## config.mk

```make
export PLATFORM = sky130hd
export DESIGN_NAME = multicycle_control
export DESIGN_NICKNAME = d
export VERILOG_FILES = /design/src/rtl/riscv_ctrl_pkg.sv /design/src/rtl/main_decoder.sv /design/src/rtl/multicycle_control.sv
export SDC_FILE = /design/constraint.sdc
export NUM_CORES = 1
export LEC_CHECK = 0
export CAP_MARGIN = 10
export CORE_MARGIN = 1.5
export CORE_UTILIZATION = 30
export DETAILED_ROUTE_END_ITERATION = 6
export HOLD_SLACK_MARGIN = 0.06
export PLACE_DENSITY_LB_ADDON = 0.2
export SETUP_SLACK_MARGIN = 0.05
export SLEW_MARGIN = 10
export SYNTH_ARGS = -nofsm -noshare
export SYNTH_HDL_FRONTEND = slang
export SYNTH_HIERARCHICAL = 1
export SYNTH_SLANG_ARGS = --single-unit
export TNS_END_PERCENT = 10
```

## constraint.sdc

```tcl
create_clock -name clock -period 4.9 [get_ports clock]
set_input_delay 0.49 -clock clock [delete_from_list [all_inputs] [get_ports clock]]
set_output_delay 0.49 -clock clock [all_outputs]
set_load 0.01 [all_outputs]
```

## src/rtl/riscv_ctrl_pkg.sv

```systemverilog
// Shared encodings for the multicycle RISC-V control unit: FSM states,
// opcode constants, instruction classes and datapath select encodings.
package riscv_ctrl_pkg;

    typedef enum logic [2:0] {
        S_FETCH  = 3'd0,
        S_DECODE = 3'd1,
        S_EXEC   = 3'd2,
        S_MEM    = 3'd3,
        S_WB     = 3'd4,
        S_TRAP   = 3'd5
    } state_t;

    localparam logic [6:0] OPC_OP_IMM = 7'b0010011;
    localparam logic [6:0] OPC_OP     = 7'b0110011;
    localparam logic [6:0] OPC_LOAD   = 7'b0000011;
    localparam logic [6:0] OPC_STORE  = 7'b0100011;
    localparam logic [6:0] OPC_AUIPC  = 7'b0010111;
    localparam logic [6:0] OPC_JAL    = 7'b1101111;
    localparam logic [6:0] OPC_BRANCH = 7'b1100011;

    typedef enum logic [2:0] {
        CLS_ILLEGAL = 3'd0,
        CLS_OP_IMM  = 3'd1,
        CLS_OP      = 3'd2,
        CLS_LOAD    = 3'd3,
        CLS_STORE   = 3'd4,
        CLS_AUIPC   = 3'd5,
        CLS_JAL     = 3'd6,
        CLS_BRANCH  = 3'd7
    } inst_class_t;

    typedef enum logic [2:0] {
        IMM_NONE = 3'd0,
        IMM_I    = 3'd1,
        IMM_S    = 3'd2,
        IMM_U    = 3'd3,
        IMM_J    = 3'd4,
        IMM_B    = 3'd5
    } imm_sel_t;

    typedef enum logic [1:0] {
        PC_PLUS4  = 2'd0,
        PC_BRANCH = 2'd1,
        PC_JUMP   = 2'd2
    } pc_sel_t;

    typedef enum logic [1:0] {
        WB_ALU = 2'd0,
        WB_MEM = 2'd1,
        WB_PC4 = 2'd2
    } wb_sel_t;

    typedef enum logic [1:0] {
        ALU_ADD   = 2'd0,
        ALU_FUNCT = 2'd1,
        ALU_CMP   = 2'd2
    } alu_op_t;

endpackage

```

## src/rtl/main_decoder.sv

```systemverilog
// Combinational opcode classifier: maps a 7-bit opcode to its instruction
// class and immediate format.
module main_decoder
    import riscv_ctrl_pkg::*;
(
    input  logic [6:0]  opcode,
    output inst_class_t inst_class,
    output imm_sel_t    imm_sel
);

    // NOTE: every output gets a default before the case so no latch is inferred.
    always_comb begin
        inst_class = CLS_ILLEGAL;
        imm_sel    = IMM_NONE;
        case (opcode)
            OPC_OP_IMM: begin inst_class = CLS_OP_IMM; imm_sel = IMM_I; end
            OPC_OP:     begin inst_class = CLS_OP;     imm_sel = IMM_NONE; end
            OPC_LOAD:   begin inst_class = CLS_LOAD;   imm_sel = IMM_I; end
            OPC_STORE:  begin inst_class = CLS_STORE;  imm_sel = IMM_S; end
            OPC_AUIPC:  begin inst_class = CLS_AUIPC;  imm_sel = IMM_U; end
            OPC_JAL:    begin inst_class = CLS_JAL;    imm_sel = IMM_J; end
            OPC_BRANCH: begin inst_class = CLS_BRANCH; imm_sel = IMM_B; end
            default:    begin inst_class = CLS_ILLEGAL; imm_sel = IMM_NONE; end
        endcase
    end

endmodule

```

## src/rtl/multicycle_control.sv

```systemverilog
// Multicycle RISC-V control FSM (FETCH/DECODE/EXEC/MEM/WB/TRAP) with retire counter.
// Define MULTICYCLE_MEM_TIMEOUT_EN to trap when memory stalls TIMEOUT_CYCLES cycles.
module multicycle_control
    import riscv_ctrl_pkg::*;
#(
    parameter int unsigned TIMEOUT_CYCLES = 16
) (
    input  logic        clock,
    input  logic        reset,
    input  logic [6:0]  opcode,
    input  logic        branch_taken,
    input  logic        mem_ready,
    output logic        mem_req,
    output logic        mem_we,
    output logic        ir_load,
    output logic        pc_write,
    output logic        reg_write,
    output logic [2:0]  imm_sel,
    output logic [1:0]  pc_sel,
    output logic [1:0]  wb_sel,
    output logic        alu_src,
    output logic [1:0]  alu_op,
    output logic        illegal,
    output logic        retire,
    output logic [31:0] retired_cnt
);

    state_t      state;
    logic [6:0]  op_q;
    logic [6:0]  dec_opcode;
    inst_class_t inst_class;
    imm_sel_t    dec_imm_sel;
    logic        wait_expired;

    // DECODE classifies the live opcode; later states use the registered copy.
    assign dec_opcode = (state == S_DECODE) ? opcode : op_q;

    main_decoder u_main_decoder (
        .opcode     (dec_opcode),
        .inst_class (inst_class),
        .imm_sel    (dec_imm_sel)
    );

`ifdef MULTICYCLE_MEM_TIMEOUT_EN
    localparam int unsigned WaitW = $clog2(TIMEOUT_CYCLES + 1);
    logic [WaitW-1:0] wait_cnt;

    assign wait_expired = (wait_cnt == WaitW'(TIMEOUT_CYCLES - 1)) && !mem_ready;

    always_ff @(posedge clock or posedge reset) begin
        if (reset) begin
            wait_cnt <= '0;
        end else if ((state == S_FETCH || state == S_MEM) && !mem_ready && !wait_expired) begin
            wait_cnt <= wait_cnt + 1'b1;
        end else begin
            wait_cnt <= '0;
        end
    end
`else
    logic unused_timeout;
    assign unused_timeout = ^TIMEOUT_CYCLES;
    assign wait_expired   = 1'b0;
`endif

    // NOTE: state is updated with non-blocking assignments and reset asynchronously.
    always_ff @(posedge clock or posedge reset) begin
        if (reset) begin
            state       <= S_FETCH;
            op_q        <= '0;
            retired_cnt <= '0;
        end else begin
            if (retire) begin
                retired_cnt <= retired_cnt + 32'd1;
            end
            case (state)
                S_FETCH: begin
                    if (mem_ready)         state <= S_DECODE;
                    else if (wait_expired) state <= S_TRAP;
                end
                S_DECODE: begin
                    op_q  <= opcode;
                    state <= (inst_class == CLS_ILLEGAL) ? S_TRAP : S_EXEC;
                end
                S_EXEC: begin
                    case (inst_class)
                        CLS_BRANCH, CLS_JAL:  state <= S_FETCH;
                        CLS_LOAD, CLS_STORE:  state <= S_MEM;
                        default:              state <= S_WB;
                    endcase
                end
                S_MEM: begin
                    if (mem_ready)         state <= (inst_class == CLS_STORE) ? S_FETCH : S_WB;
                    else if (wait_expired) state <= S_TRAP;
                end
                S_WB:    state <= S_FETCH;
                S_TRAP:  state <= S_TRAP;
                default: state <= S_FETCH;
            endcase
        end
    end

    // Outputs follow the state and same-cycle handshakes; reset blanks them at once.
    always_comb begin
        mem_req   = 1'b0;
        mem_we    = 1'b0;
        ir_load   = 1'b0;
        pc_write  = 1'b0;
        reg_write = 1'b0;
        imm_sel   = IMM_NONE;
        pc_sel    = PC_PLUS4;
        wb_sel    = WB_ALU;
        alu_src   = 1'b0;
        alu_op    = ALU_ADD;
        illegal   = 1'b0;
        retire    = 1'b0;
        if (!reset) begin
            case (state)
                S_FETCH: begin
                    mem_req = 1'b1;
                    ir_load = mem_ready;
                end
                S_EXEC: begin
                    imm_sel = dec_imm_sel;
                    case (inst_class)
                        CLS_BRANCH: begin
                            alu_op   = ALU_CMP;
                            pc_write = 1'b1;
                            pc_sel   = branch_taken ? PC_BRANCH : PC_PLUS4;
                            retire   = 1'b1;
                        end
                        CLS_JAL: begin
                            reg_write = 1'b1;
                            wb_sel    = WB_PC4;
                            pc_write  = 1'b1;
                            pc_sel    = PC_JUMP;
                            retire    = 1'b1;
                        end
                        CLS_OP_IMM: begin
                            alu_src = 1'b1;
                            alu_op  = ALU_FUNCT;
                        end
                        CLS_AUIPC: begin
                            alu_src = 1'b1;
                            alu_op  = ALU_ADD;
                        end
                        CLS_OP: begin
                            alu_src = 1'b0;
                            alu_op  = ALU_FUNCT;
                        end
                        CLS_LOAD, CLS_STORE: begin
                            alu_src = 1'b1;
                            alu_op  = ALU_ADD;
                        end
                        default: ;
                    endcase
                end
                S_MEM: begin
                    imm_sel = dec_imm_sel;
                    mem_req = 1'b1;
                    if (inst_class == CLS_STORE) begin
                        mem_we   = 1'b1;
                        pc_write = mem_ready;
                        retire   = mem_ready;
                    end
                end
                S_WB: begin
                    reg_write = 1'b1;
                    wb_sel    = (inst_class == CLS_LOAD) ? WB_MEM : WB_ALU;
                    pc_write  = 1'b1;
                    retire    = 1'b1;
                end
                S_TRAP:  illegal = 1'b1;
                default: ;
            endcase
        end
    end

endmodule

```

==> metrics.txt <==
outcome finished, final reports clean; Vias per Instance 4.78; Worst setup EP type output pin; number of global-route vias before repair 1918; Port Buffers 59; TritonCTS Sinks 42; skew final 0.0116 ns; CP Class reg -> out; largest net degree at the start of global routing 31; Slew Limit Headroom 0.334; Area growth syn-to-layout 30.3%; row count 32; Iter 0 DRT Violations 102; final cell count without fillers 401; Final Util 0.409; Synth warnings 6; Buf+Inv Stages, Crit Path 1; HP Class reg -> reg; die height 93.3 um; top post-synthesis cells by area dfrtp_1 (43%), xor2_1 (6.4%), xnor2_1 (5.4%), nor3_1 (3.9%), nand2_1 (3.4%); Worst Max-Slew Pin Slew 0.993 ns; DR pass1 iterations 4; Critical R2R Capture retired_cnt[21]$_DFFE_PP0P_; Final Hold Fails 0; Hold Path Cell Cnt 1; EDFF count, synth 0; Unique masters post-synth 55; unrepaired setup endpoints after global routing no; pre-CTS WS 0.486 ns; Critical Path, Cell by Cell nand2b_1, nor2_2, mux2_2, nand3b_1, or4_1, nand3_1, and4bb_1, a311o_2, and2_4, clkdlybuf4s50_1; total track usage 0.133; WHS 0.481 ns; sequential fraction of the synthesis area 0.429; hold_buf cts 0; Max Freq 223 MHz; top cell type's share of synthesized area 0.429; final instance area 3190 um^2; die area 8710 um^2; reg-to-reg critical path startpoint state[1]$_DFFE_PP0P_; Synth Instances 241; DIE WIDTH 93.3 um; # nets final 310; Worst EP required 4.41 ns; share of cells above drive strength 1 0.114; Power Dens Cells 362 nW/um^2; Final Setup Violations 0; DR WL/cell 13.6 um; post-route setup TNS 0 ns; htree depth 2; synthesized cell area 2450 um^2; antenna viol nets, final 0; VDD IR max 141 uV; CP peak stage delay 0.48 ns; Max Fanout on Critical Path 10; DP Area 3090 um^2; Via Count 1918; Core Footprint 7810 um^2; critical path arrival 4.00 ns; leakage power 1.36 nW; clock-pin slew on the worst setup and hold paths 0.08 ns; HPWL Detailed 3980 um; Final Slew Violations 0; Synth Flop Type dfrtp_1; Overall Power 1.15 mW; mean area per synthesized cell 10.2 um^2; Inst Count DP 393; syn_nets 253; slowest CP cell dfrtp_1; TritonCTS clock tree yes; post-route setup slack 0.414 ns; GPL Wtd Cong 0.779; DRC errors left 0; global route overflow 0; first-pass GRT wire length 9270 um; fin crit share 0.915; Post CTS Setup Buffer Count 0; antenna violations before repair 0; hold path start retired_cnt[31]$_DFFE_PP0P_; TritonCTS buffer count 5; # diodes 0; Skew-Pair Late Insertion Delay 0.29 ns; I/O pin total 60; Reg2Reg Depth 11; Final Critical Period 4.49 ns; family with the most delay on the worst path simple AND/OR/NAND/NOR gates; Startpoint Class register; MaxCap Viol Count 0; WHS Endpoint retired_cnt[31]$_DFFE_PP0P_; Post-Route WL 5460 um; Worst R2R Setup Slack 1.15 ns; FFs w/ async S/R, synth 1.00; Initial Util 0.314; Longest Clk Path Bufs 2; Gates resized, CTS repair 0; post-synthesis register bit count 42; Root Driver clkbuf_8; area leader, netlist dfrtp_1
per-layer routing:
metal	vias to the layer above	routed length, um	global-route usage
li1	960	-	-
met1	904	2810	0.195
met2	50	2360	0.197
met3	4	252	0.0252
met4	0	40	0.0366
met5	-	0	0
synthesized netlist by cell type (2+ instances only):
| master | n |
|---|---|
| o21ai_0 | 3 |
| a21oi_1 | 5 |
| buf_6 | 6 |
| nand3_2 | 2 |
| and3_1 | 7 |
| nor2_1 | 14 |
| nand3_1 | 10 |
| nand4_1 | 5 |
| and3b_1 | 2 |
| nor2b_1 | 3 |
| clkbuf_1 | 2 |
| or3_1 | 2 |
| nor3_1 | 19 |
| nand2b_1 | 6 |
| dfrtp_1 | 42 |
| mux2_2 | 7 |
| buf_2 | 2 |
| mux2i_1 | 2 |
| xor2_1 | 18 |
| inv_1 | 7 |
| or2_2 | 2 |
| and4_1 | 3 |
| nand2_1 | 22 |
| nor4_1 | 4 |
| xnor2_1 | 15 |
| nor4_4 | 2 |
report_power, final:
group,total (mW),internal (mW),leakage [nW],switching [mW]
Sequential,0.450,0.397,0.548,0.0525
Combinational,0.470,0.215,0.767,0.255
Clock,0.234,0.113,0.0472,0.121
layout make-up:
type,instances,area [um^2]
fill,793,4620
multi-input combinational,181,1280
sequential,42,1050
timing repair buffer,61,606
tap,102,128
clock buffer,6,82.6
inverter,7,26.3
clock inverter,2,12.5
sequential cells by signal, indices dropped and copies added (netlist names):
signal	flops
retired_cnt	32
op_q	7
state	3
worst max-delay path by stage:
stage / from / endpoint / depth (start not counted)
global route: state[0]$_DFFE_PP0P_ / pc_write / 10
finish: state[1]$_DFFE_PP0P_ / pc_write / 10
global placement: state[1]$_DFFE_PP0P_ / pc_write / 10
floorplan: state[1]$_DFFE_PP0P_ / retire / 13
CTS: state[1]$_DFFE_PP0P_ / pc_write / 10
detailed placement: state[1]$_DFFE_PP0P_ / pc_write / 10
layout by cell type (no fill, tap or decap), drive strengths merged, types with 6 or more instances in the layout:
master	netlist	final
nor4	6	6
dfrtp	42	42
nor3	19	19
nor2	14	14
inv	7	6
clkbuf	2	6
and3	8	8
xor2	18	18
nand4	6	6
mux2	8	8
nand3	12	12
clkdlybuf4s50	0	59
nand2b	6	6
nand2	22	22
xnor2	15	15
cells by family (layout without fill, tap and decap cells):
kind of cell	Yosys count	after routing	synth area share
AOI/OAI and AO/OA	18	18	0.0521
xor gates and xnor gates	33	33	0.118
adders and majority gates	1	1	0.00511
buffers and inverters	18	76	0.0485
DFF	42	42	0.429
muxes	10	10	0.0465
and+or+nand+nor	119	119	0.300
No activity file was read; power rests on OpenSTA's default activity.
